File: config.mk
export PLATFORM = sky130hd
export DESIGN_NAME = cache_mem_arbiter
export DESIGN_NICKNAME = d
export VERILOG_FILES = /design/src/rtl/cache_mem_arbiter.sv
export SDC_FILE = /design/constraint.sdc
export NUM_CORES = 1
export LEC_CHECK = 0
export CORE_ASPECT_RATIO = 1.25
export CORE_MARGIN = 2
export CORE_UTILIZATION = 38
export CTS_CLUSTER_SIZE = 25
export DETAILED_ROUTE_END_ITERATION = 7
export GPL_TIMING_DRIVEN = 1
export PLACE_DENSITY = 0.83
export SYNTH_ARGS = -nofsm -noshare
export SYNTH_HDL_FRONTEND = slang
export SYNTH_SLANG_ARGS = --single-unit
File: constraint.sdc
create_clock -name clock -period 1.7 [get_ports clock]
set_clock_uncertainty 0.05 [all_clocks]
set_input_delay 0.255 -clock clock [delete_from_list [all_inputs] [get_ports clock]]
set_output_delay 0.255 -clock clock [all_outputs]
set_load 0.1 [all_outputs]
File: src/rtl/cache_mem_arbiter.sv
// Round-robin arbiter that shares one main-memory block port between the
// data cache (read/write) and the instruction cache (read-only).
module cache_mem_arbiter #(
    parameter int unsigned AW = 6,
    parameter int unsigned DW = 32
) (
    input  logic          clock,
    input  logic          reset,
    input  logic          d_read,
    input  logic          d_write,
    input  logic [AW-1:0] d_address,
    input  logic [DW-1:0] d_writedata,
    output logic [DW-1:0] d_readdata,
    output logic          d_busywait,
    input  logic          i_read,
    input  logic [AW-1:0] i_address,
    output logic [DW-1:0] i_readdata,
    output logic          i_busywait,
    output logic          mem_read,
    output logic          mem_write,
    output logic [AW-1:0] mem_address,
    output logic [DW-1:0] mem_writedata,
    input  logic [DW-1:0] mem_readdata,
    input  logic          mem_busywait
);

    typedef enum logic [1:0] {IDLE, GRANT_D, GRANT_I, RELEASE} state_t;

    state_t        state_q, state_d;
    logic          issued_q, issued_d;
    logic          last_i_q, last_i_d;
    logic          d_done_q, d_done_d;
    logic          i_done_q, i_done_d;
    logic          mem_read_q, mem_read_d;
    logic          mem_write_q, mem_write_d;
    logic [AW-1:0] mem_address_q, mem_address_d;
    logic [DW-1:0] mem_writedata_q, mem_writedata_d;
    logic [DW-1:0] d_readdata_q, d_readdata_d;
    logic [DW-1:0] i_readdata_q, i_readdata_d;
    logic          d_req;
    logic          grant_d;

    assign d_req      = d_read | d_write;
    // D wins when I is idle or when I held the previous grant
    assign grant_d    = d_req & (~i_read | last_i_q);

    assign d_busywait    = d_req & ~d_done_q;
    assign i_busywait    = i_read & ~i_done_q;
    assign mem_read      = mem_read_q;
    assign mem_write     = mem_write_q;
    assign mem_address   = mem_address_q;
    assign mem_writedata = mem_writedata_q;
    assign d_readdata    = d_readdata_q;
    assign i_readdata    = i_readdata_q;

    // State and datapath registers
    always_ff @(posedge clock) begin
        if (!reset) begin
            state_q         <= IDLE;
            issued_q        <= 1'b0;
            last_i_q        <= 1'b1;
            d_done_q        <= 1'b0;
            i_done_q        <= 1'b0;
            mem_read_q      <= 1'b0;
            mem_write_q     <= 1'b0;
            mem_address_q   <= '0;
            mem_writedata_q <= '0;
            d_readdata_q    <= '0;
            i_readdata_q    <= '0;
        end else begin
            state_q         <= state_d;
            issued_q        <= issued_d;
            last_i_q        <= last_i_d;
            d_done_q        <= d_done_d;
            i_done_q        <= i_done_d;
            mem_read_q      <= mem_read_d;
            mem_write_q     <= mem_write_d;
            mem_address_q   <= mem_address_d;
            mem_writedata_q <= mem_writedata_d;
            d_readdata_q    <= d_readdata_d;
            i_readdata_q    <= i_readdata_d;
        end
    end

    // Next-state and registered-output logic
    always_comb begin
        state_d         = state_q;
        issued_d        = issued_q;
        last_i_d        = last_i_q;
        d_done_d        = 1'b0;
        i_done_d        = 1'b0;
        mem_read_d      = mem_read_q;
        mem_write_d     = mem_write_q;
        mem_address_d   = mem_address_q;
        mem_writedata_d = mem_writedata_q;
        d_readdata_d    = d_readdata_q;
        i_readdata_d    = i_readdata_q;

        case (state_q)
            IDLE: begin
                if (grant_d) begin
                    state_d         = GRANT_D;
                    last_i_d        = 1'b0;
                    mem_address_d   = d_address;
                    mem_writedata_d = d_writedata;
                    mem_write_d     = d_write;
                    mem_read_d      = ~d_write;
                end else if (i_read) begin
                    state_d         = GRANT_I;
                    last_i_d        = 1'b1;
                    mem_address_d   = i_address;
                    mem_writedata_d = '0;
                    mem_write_d     = 1'b0;
                    mem_read_d      = 1'b1;
                end
            end
            GRANT_D, GRANT_I: begin
                // First cycle ignores busywait so memory has time to raise it
                if (!issued_q) begin
                    issued_d = 1'b1;
                end else if (!mem_busywait) begin
                    if (state_q == GRANT_D) begin
                        if (mem_read_q) begin
                            d_readdata_d = mem_readdata;
                        end
                        d_done_d = 1'b1;
                    end else begin
                        i_readdata_d = mem_readdata;
                        i_done_d     = 1'b1;
                    end
                    mem_read_d      = 1'b0;
                    mem_write_d     = 1'b0;
                    mem_address_d   = '0;
                    mem_writedata_d = '0;
                    issued_d        = 1'b0;
                    state_d         = RELEASE;
                end
            end
            RELEASE: begin
                state_d = IDLE;
            end
            default: begin
                state_d = IDLE;
            end
        endcase
    end

endmodule

==> results.md <==
* Worst-path clk slew at 0.07 ns
* Via/cell ratio at 5.19
* Pre-CTS setup slack at -0.623 ns
* Most numerous cell in the Yosys netlist: dfxtp_1
* Power share of the clock group at 0.172
* CTS tree: built
* Crit path kind: flop to flop
* R2R depth at 8
* Crit end category: flop
* Nets at 740
* Die height at 122 um
* Maximum fanout along the worst path at 16
* RR Endpoint: mem_writedata[28]
* Synth unique cells at 31
* Largest net degree at the start of global routing at 49
* Post-Synth XOR/XNOR Area at 0
* ANT cells at 0
* Gp weighted congestion at 0.741
* Post-synth top flop: dfxtp_1
* Slew Limit Fails at 0
* Fin crit share at 1.10
* Simple-gate portion of the synthesized area at 0.209
* Mapped Cells at 463
* Vias at 4128
* Post-Route WL at 13900 um
* CP startpoint kind: flop
* RSZ-0062 raised after global routing: yes
* Net Sw Frac at 0.449
* Comb pwr share at 0.556
* H-Tree Depth at 3
* Relative slew margins at 0.686
* Die width at 98.2 um
* Required @ worst endpoint at 1.94 ns
* Endpoints failing setup at 102
* Slew @ Worst Pin at 0.469 ns
* Flop pwr share at 0.272
* Global-route usage over all layers at 0.222
* Data arrival, critical path at 2.10 ns
* Antenna Nets Post-Route at 0
* Max cap viols at 0
* Power Internal at 0.00689 W
* Min Tclk post-route at 1.86 ns
* Routed len/inst at 17.5 um
* First-pass GRT wire length at 21200 um
* Failing checks: negative setup slack
* Total grt overflow at 0
* Final Hold Violating Endpoints at 0
* Initial antenna violation count at 0
* Detail Placement HPWL at 9320 um
* Leading post-synthesis cells by cell area: dfxtp_1 52%, nand2_1 8.9%, a31o_1 6.2%, and3_1 5.0%, o21ai_0 4.3%
* Hold Path Class: primary input to flop
* Core ar. at 11000 um2
* R2R setup slack at -0.16 ns
* Synth Cell Area at 4220 um2
* Synth-to-Final Area Change at 91.3%
* Mean Syn Cell Area at 9.10 um2
* Worst vdd ir at 1.68 mV
* Commonest cells in the netlist: 110 x dfxtp_1, 100 x nand2_1, 36 x o21ai_0
* Root Buffer: clkbuf_16
* Status: finished with violations
* CTS buffer count at 9
* Longest Clk Path Bufs at 2
* Synth Area in Compound Gates at 0.195
* Register area at 2210 um2
* Multi-input logic area at 2060 um2
* Utilization of the core after routing at 0.735
* Starting Density at 0.384
* Adder-cell share of the synthesized area at 0.00890
* Synth Warn # at 0
* Synth top area share at 0.522
* Share of cells above drive strength 1 at 0.317
* Main combinational cell family by area after synthesis: simple AND/OR/NAND/NOR gates
* Yosys top cell by area: dfxtp_1
* DR iter-0 viols at 212
* Worst skew pair latency at 0.34 ns
* IO Count at 188
* Post-synthesis sequential area ratio at 0.522
* Post-synthesis mux area share at 0.0142
* First-pass iteration count of the detailed router at 4
* NetSw at 0.00562 W
* Setup ws final at -0.163 ns
* Cell Pwr Density at 1550 nW/um2
* Asr flop ratio synth at 0
* Post-Synthesis Net Count at 548
* Residual DRC at 0
* CTS Sinks at 110
* Leak pwr at 3.15 nW
* Final setup TNS at -6.55 ns
* #FFs+latches synth at 110
* Number of synthesized flops with an enable pin at 0
* Die area at 12000 um2
* Vias in the first global route at 4305
* RR Startpoint: state_q[1]
* Hold Path End: state_q[0]
* Max Clk Rate at 0.537 GHz
* Min Hold Slack at 0.283 ns
* Fillers at 754
* Site Rows at 43
* Hold depth at 3
* PortBufs at 187
* Min-Delay Startpoint: reset
## state kept, by name, summed over array words and instances, names as in the netlist
name	flops
mem_address	6
issued_q	1
d_readdata	32
mem_writedata	32
mem_write	1
i_done_q	1
last_i_q	1
mem_read	1
d_done_q	1
i_readdata	32
state_q	2
## routing by layer
layer	up-vias	part of all wire	global-route usage
met5	-	0	0
li1	1985	-	-
met4	0	0.022	0.0985
met3	26	0.069	0.0620
met2	168	0.55	0.398
met1	1949	0.36	0.245
## final cells by class
type / instances / share of cell area
clock buffers: 10 / 0.0296
clock inverters: 6 / 0.00869
inverters: 2 / 0.00124
multi-input cells: 311 / 0.255
flip-flops and latches: 110 / 0.274
well taps: 135 / 0.0209
repair buffers: 221 / 0.411
## kinds of logic after synthesis
group | count (synthesis)
buf+inv | 43
flops | 110
compound gates | 115
mux | 6
fa+ha+maj | 3
simple gates | 186
## worst max-delay path: stages (launching register included)
cell and delay, ns:
dfxtp_2 0.36, inv_4 0.06, ha_4 0.24, and3b_1 0.18, buf_6 0.14, o21bai_4 0.25
clkbuf_16 0.23, and3_1 0.19, a31o_1 0.11
## per-stage QoR
step	total power [W]	instances	area, um2
after floorplan	0.00709	463	4280
after global placement	0.00940	769	7420
after detailed placement	0.00957	769	7420
after CTS	0.0124	793	7930
after global routing	0.0129	795	8070
final	0.0125	795	8070
## what timing repair did
item,CTS,global route
hold buffers,0,0
pin swaps,4,0
resized for setup,37,36
setup endpoints to repair,74,104
buffers inserted,6,2
gates cloned,3,0
## power by group through the flow
stage | Sequential [W] | Clock, W | Combinational (W)
finish | 0.00340 | 0.00215 | 0.00696
global placement | 0.00339 | 0 | 0.00600
floorplan | 0.00563 | 0 | 0.00146
CTS | 0.00338 | 0.00221 | 0.00686
global route | 0.00344 | 0.00230 | 0.00718
detailed placement | 0.00342 | 0 | 0.00615
## how the worst max path moves through the flow
stage,startpoint,to,slack (ns),cells past startpoint
2_1_floorplan,state_q[1],mem_writedata[10],-0.01,8
3_3_place_gp,mem_busywait,mem_writedata[0],-0.54,5
3_5_place_dp,mem_busywait,mem_writedata[1],-0.62,5
4_1_cts,state_q[1],mem_writedata[11],-0.13,8
5_1_grt,state_q[1],mem_writedata[28],-0.22,8
6_report,state_q[1],mem_writedata[28],-0.16,8
## cells in the final DEF (no fill, tap or decap), drive strengths merged, types with 6 or more instances in the layout
cell type,count
a31o,32
clkbuf,12
buf,139
mux2i,6
dfxtp,110
clkdlybuf4s50,78
o2bb2ai,7
a21boi,33
nand3,34
nand2,100
and3,34
o21ai,36
Power figures use the tool's default switching activity.
==> RTL change 1, RTL diff (same flow settings) <==
Change the parameter `DW` from 32 to 64.
--- a/src/rtl/cache_mem_arbiter.sv
+++ b/src/rtl/cache_mem_arbiter.sv
@@ -4,3 +4,3 @@
     parameter int unsigned AW = 6,
-    parameter int unsigned DW = 32
+    parameter int unsigned DW = 64
 ) (
Ports: changed (5 resized); port bits go from 188 to 348. No check against the original RTL was run, so the function may have changed too.
==> RTL change 1 against the original RTL <==
  * The flow still finishes with violations (setup timing)
  * Sequential share of layout area shrank 1.8 points
  * Count of clock-buffer cells in the layout rose by 17
  * Total power is 89% higher
  * Via count is 110% higher
  * Final area rose by 100%
  * Worst setup slack worse by 0.091 ns
  * Synthesized area rose by 84%
  * Sequential cell count up 96
  * Clock power is 140% higher
  * Critical path depth up 1
  * Synthesized cell count increased by 84%
  * Critical path type unchanged
  * Routed wire length increased to 2.6 times the old value
==> RTL change 1: results (changes against the original RTL) <==
| Metric | Value |
|---|---|
| H-Tree Level Count | 1 (was 3) |
| Tot GR Track Use | 28.5% (was 22.2%) |
| Vias in the first global route | 8854 (was 4305) |
| VDD IR max | 1.40 mV (was 1.68 mV) |
| DR vias/cell | 5.64 (was 5.19) |
| CP Data Arrival Time | 2.33 ns (was 2.10 ns) |
| Inserted Clock Buffers | 21 (was 9) |
| Met1 wire length | 12.2 mm (was 5.05 mm) |
| Final setup fails | 200 (was 102) |
| I/O Buffers | 347 (was 187) |
| First-pass DRT Iterations | 6 (was 4) |
| Top cells by area, synth | dfxtp_1, nand2_1, a31o_1 (unchanged) |
| WL met3 | 3.15 mm (was 961 um) |
| Flops & latches, synth | 206 (was 110) |
| Setup Buffers After CTS | 11 (was 6) |
| Comb_multi_in | 566 (was 311) |
| Routed met2 length | 18.9 mm (was 7.60 mm) |
| Seq/total area | 25.5% (was 27.4%) |
| Crit-path max cell delay | 0.34 ns (was 0.36 ns) |
| Reg power frac | 26.3% (was 27.2%) |
| Failing checks | setup timing (unchanged) |
| Largest net degree at the start of global routing | 105 (was 49) |
| Post-synth top cells | dfxtp_1, nand2_1, and3_1, nand3_1 (was dfxtp_1, nand2_1, o21ai_0) |
| Layout fillers | 962 (was 754) |
| Placed insts | 1437 (was 769) |
| Clk_lat worst skew | 0.52 ns (was 0.34 ns) |
| HPWL after DPL | 19.4 mm (was 9.32 mm) |
| Met1 GRT Util | 29.4% (was 24.5%) |
| Multi-input logic area | 0.00404 mm2 (was 0.00206 mm2) |
| CTS Hold Buffers Added | 1 (was 0) |
| Nets | 1377 (was 740) |
| Data buffer area share | 42.6% (was 41.1%) |
| Status | complete, but fails checks (unchanged) |
| Pre-CTS WS | -0.309 ns (was -0.623 ns) |
| Worst-path maximum fanout | 9 (was 16) |
| Setup ws final | -0.254 ns (was -0.163 ns) |
| P&R area growth vs syn | 108% (was 91.3%) |
| Post-synth net total | 1003 (was 548) |
| Resized Gates After CTS | 175 (was 37) |
| Mapped Area | 0.00777 mm2 (was 0.00422 mm2) |
| Post-Syn Area per Cell | 9.10 um2 (about the same) |
| N_diodes | 1 (was 0) |
| Total negative slack | -23.64 ns (was -6.55 ns) |
| Register area share after synthesis | 53.0% (was 52.2%) |
| Gpl congestion | 0.775 (was 0.741) |
| Multiplexer share of the synthesized area | 0.772% (was 1.42%) |
| Post-synth cell types | 33 (was 31) |
| Max-slew headroom | 66.0% (was 68.6%) |
| DR iter-0 viols | 688 (was 212) |
| Combinational share of power | 51.8% (was 55.6%) |
| Adder-cell share of the synthesized area | 0.483% (was 0.890%) |
| P_clk | 5.18 mW (was 2.15 mW) |
| M3 GR Usage | 7.87% (was 6.20%) |
| Clock Path Buffers | 3 (was 2) |
| Non-clk bufs | 431 (was 221) |
| First-pass GRT wire length | 49.0 mm (was 21.2 mm) |
| LEAKAGE | 6.34 nW (was 3.15 nW) |
| Post-DP Area | 0.0139 mm2 (was 0.00742 mm2) |
## RTL change 1: cell count changes after synthesis, sizes merged
| cell | delta |
|---|---|
| dfxtp | +96 |
| nand2 | +96 |
| a21boi | +32 |
| a31o | +32 |
| and3 | +32 |
| nand3 | +32 |
| o21ai | +32 |
| buf | +21 |
| clkbuf | +18 |
## RTL change 1: final timing paths
check                                                 start                     endpoint  slack (ns)  cells after the start
worst min register to register  i_readdata[10]$_SDFFE_PN0P_  i_readdata[10]$_SDFFE_PN0P_        0.44                      2
worst max-delay path                state_q[0]$_SDFFE_PN0P_  i_readdata[28]$_SDFFE_PN0P_       -0.25                      9
worst min-delay path                                d_write       mem_write$_SDFFE_PN0P_        0.25                      3
worst max register to register      state_q[0]$_SDFFE_PN0P_  i_readdata[28]$_SDFFE_PN0P_       -0.25                      9
==> RTL change 2, RTL diff (config.mk and constraints unchanged) <==
Without the edit above. Re-encode `state_t` (4 states) as one-hot, 4 bits wide.
--- a/src/rtl/cache_mem_arbiter.sv
+++ b/src/rtl/cache_mem_arbiter.sv
@@ -26,3 +26,3 @@
 
-    typedef enum logic [1:0] {IDLE, GRANT_D, GRANT_I, RELEASE} state_t;
+    typedef enum logic [3:0] {IDLE = 4'b0001, GRANT_D = 4'b0010, GRANT_I = 4'b0100, RELEASE = 4'b1000} state_t;
 
Check against the original RTL: no difference found for any inputs over 4 cycles, from zero or initial values and one cycle with reset low; so few cycles prove little.
==> RTL change 2 against the original RTL <==
  * Via count is 6.2% higher
  * Die area is 2.1% lower
  * The flow still finishes with violations (setup timing)
  * Non-clock buffer count is 5 higher
  * Hold slack better by 0.039 ns
  * Sequential cell count is 2 higher
  * Highest routed layer is now met5
  * Worst setup slack better by 0.084 ns
  * Synthesized area is 2.2% lower
  * Count of clock-buffer cells in the layout is 1 higher
  * Final area is 1.7% lower
  * Routed wire length is 3.8% higher
Power is not compared: it rests on default switching activity, and its combinational part moved more than twofold at a synthesized area within 25%.
==> RTL change 2: results (changes against the original RTL) <==
| Metric | Value |
|---|---|
| DR vias/cell | 5.25 (was 5.19) |
| Critical path startpoint | state_q[0]$_SDFFE_PN1P_ (was state_q[1]$_SDFFE_PN0P_) |
| WL met3 | 931 um (was 961 um) |
| Routed met2 length | 7.90 mm (was 7.60 mm) |
| Met2 Track Usage GR | 42.8% (was 39.8%) |
| Vias in the first global route | 4393 (was 4305) |
| Final setup fails | 36 (was 102) |
| Slowest-stage cell, CP | or4b_4 (was dfxtp_2) |
| Failing checks | setup timing (unchanged) |
| Layout cells sized above 1 | 25.6% (was 31.7%) |
| First-pass GRT wire length | 21.6 mm (was 21.2 mm) |
| Multiplexer share of the synthesized area | 1.46% (was 1.42%) |
| Top cells by area, synth | dfxtp_1, nand2_1, nand3_1 (was dfxtp_1, nand2_1, a31o_1) |
| Gpl congestion | 0.887 (was 0.741) |
| Post-DP Area | 0.00732 mm2 (was 0.00742 mm2) |
| Final Non-Filler Cells | 835 (was 795) |
| Largest net degree at the start of global routing | 71 (was 49) |
| Tot GR Track Use | 22.9% (was 22.2%) |
| Post-synth top cells | nand2_1, dfxtp_1, nand3_1 (was dfxtp_1, nand2_1, o21ai_0) |
| Met1 GRT Util | 24.3% (was 24.5%) |
| Worst-margin pin slew | 0.684 ns (was 0.469 ns) |
| Top Family by Delay on Critical Path | simple AND/OR/NAND/NOR gates (was buffers and inverters) |
| HPWL after DPL | 9.54 mm (was 9.32 mm) |
| Worst-path maximum fanout | 8 (was 16) |
| Placed insts | 807 (was 769) |
| Status | complete, but fails checks (unchanged) |
| Nets | 781 (was 740) |
| Compound-Gate Fraction of Synth Area | 15.1% (was 19.5%) |
| Crit-path max cell delay | 0.58 ns (was 0.36 ns) |
| Met1 wire length | 5.22 mm (was 5.05 mm) |
| VDD IR max | approximately 0.7 mV |
| Setup ws final | -0.0793 ns (was -0.163 ns) |
| CP Data Arrival Time | 1.99 ns (was 2.10 ns) |
| Layout fillers | 684 (was 754) |
| Total wire length | 14.4 mm (was 13.9 mm) |
| First-pass DRT Iterations | 4 (unchanged) |
| Initial antenna violation count | 1 (was 0) |
| Adder-cell share of the synthesized area | 0% (was 0.890%) |
| Post-Synthesis Cells | 502 (was 463) |
| Post-synthesis xor/xnor area fraction | 0.425% (was 0%) |
| Post-synth net total | 584 (was 548) |
| Highest metal used | met5 (was met4) |
| Pre-CTS WS | -0.413 ns (was -0.623 ns) |
## RTL change 2: cell types whose count changed after synthesis, sizes merged, moves of 4 or more
| cell | unedited run | this run |
|---|---|---|
| a21boi | 33 | 0 |
| a21oi | 2 | 34 |
| nand3 | 34 | 67 |
| and3 | 34 | 3 |
| a31o | 32 | 0 |
| nand2 | 100 | 132 |
| nor2 | 3 | 10 |
| o21ai | 36 | 70 |
| buf | 18 | 14 |
## RTL change 2: per-stage QoR
stage          hold WS (ns)  setup TNS (ns)
2_1_floorplan         0.335               0
3_3_place_gp          0.422          -28.94
3_5_place_dp          0.432          -36.63
4_1_cts               0.296           -1.27
5_1_grt               0.337           -4.63
6_report              0.322           -1.08
## RTL change 2: what timing repair did
action / in CTS / in global routing
setup endpoints to repair: 105 / 79
gates resized for setup: 24 / 38
buffers inserted: 4 / 2
gates cloned: 3 / 6
endpoints found under the hold margin: 0 / 0
pin swaps: 5 / 8
## RTL change 2: path summary, 6_finish.rpt
check | endpoint | slack [ns] | cells after the start
setup / recovery | mem_writedata[4]$_SDFFE_PN0P_ | -0.08 | 6
hold / removal | issued_q$_SDFFE_PN0P_ | 0.32 | 4
setup reg to reg | mem_writedata[4]$_SDFFE_PN0P_ | -0.08 | 6
hold reg to reg | mem_writedata[9]$_SDFFE_PN0P_ | 0.44 | 2
## RTL change 2: cell type report
class,instances,area [um2],area share [%]
timing repair buffer,226,3440,43.4
sequential,112,2250,28.4
multi-input combinational,348,1770,22.3
clock buffer,11,243,3.06
tap,132,165,2.08
clock inverter,4,55.1,0.694
inverter,2,7.51,0.0947
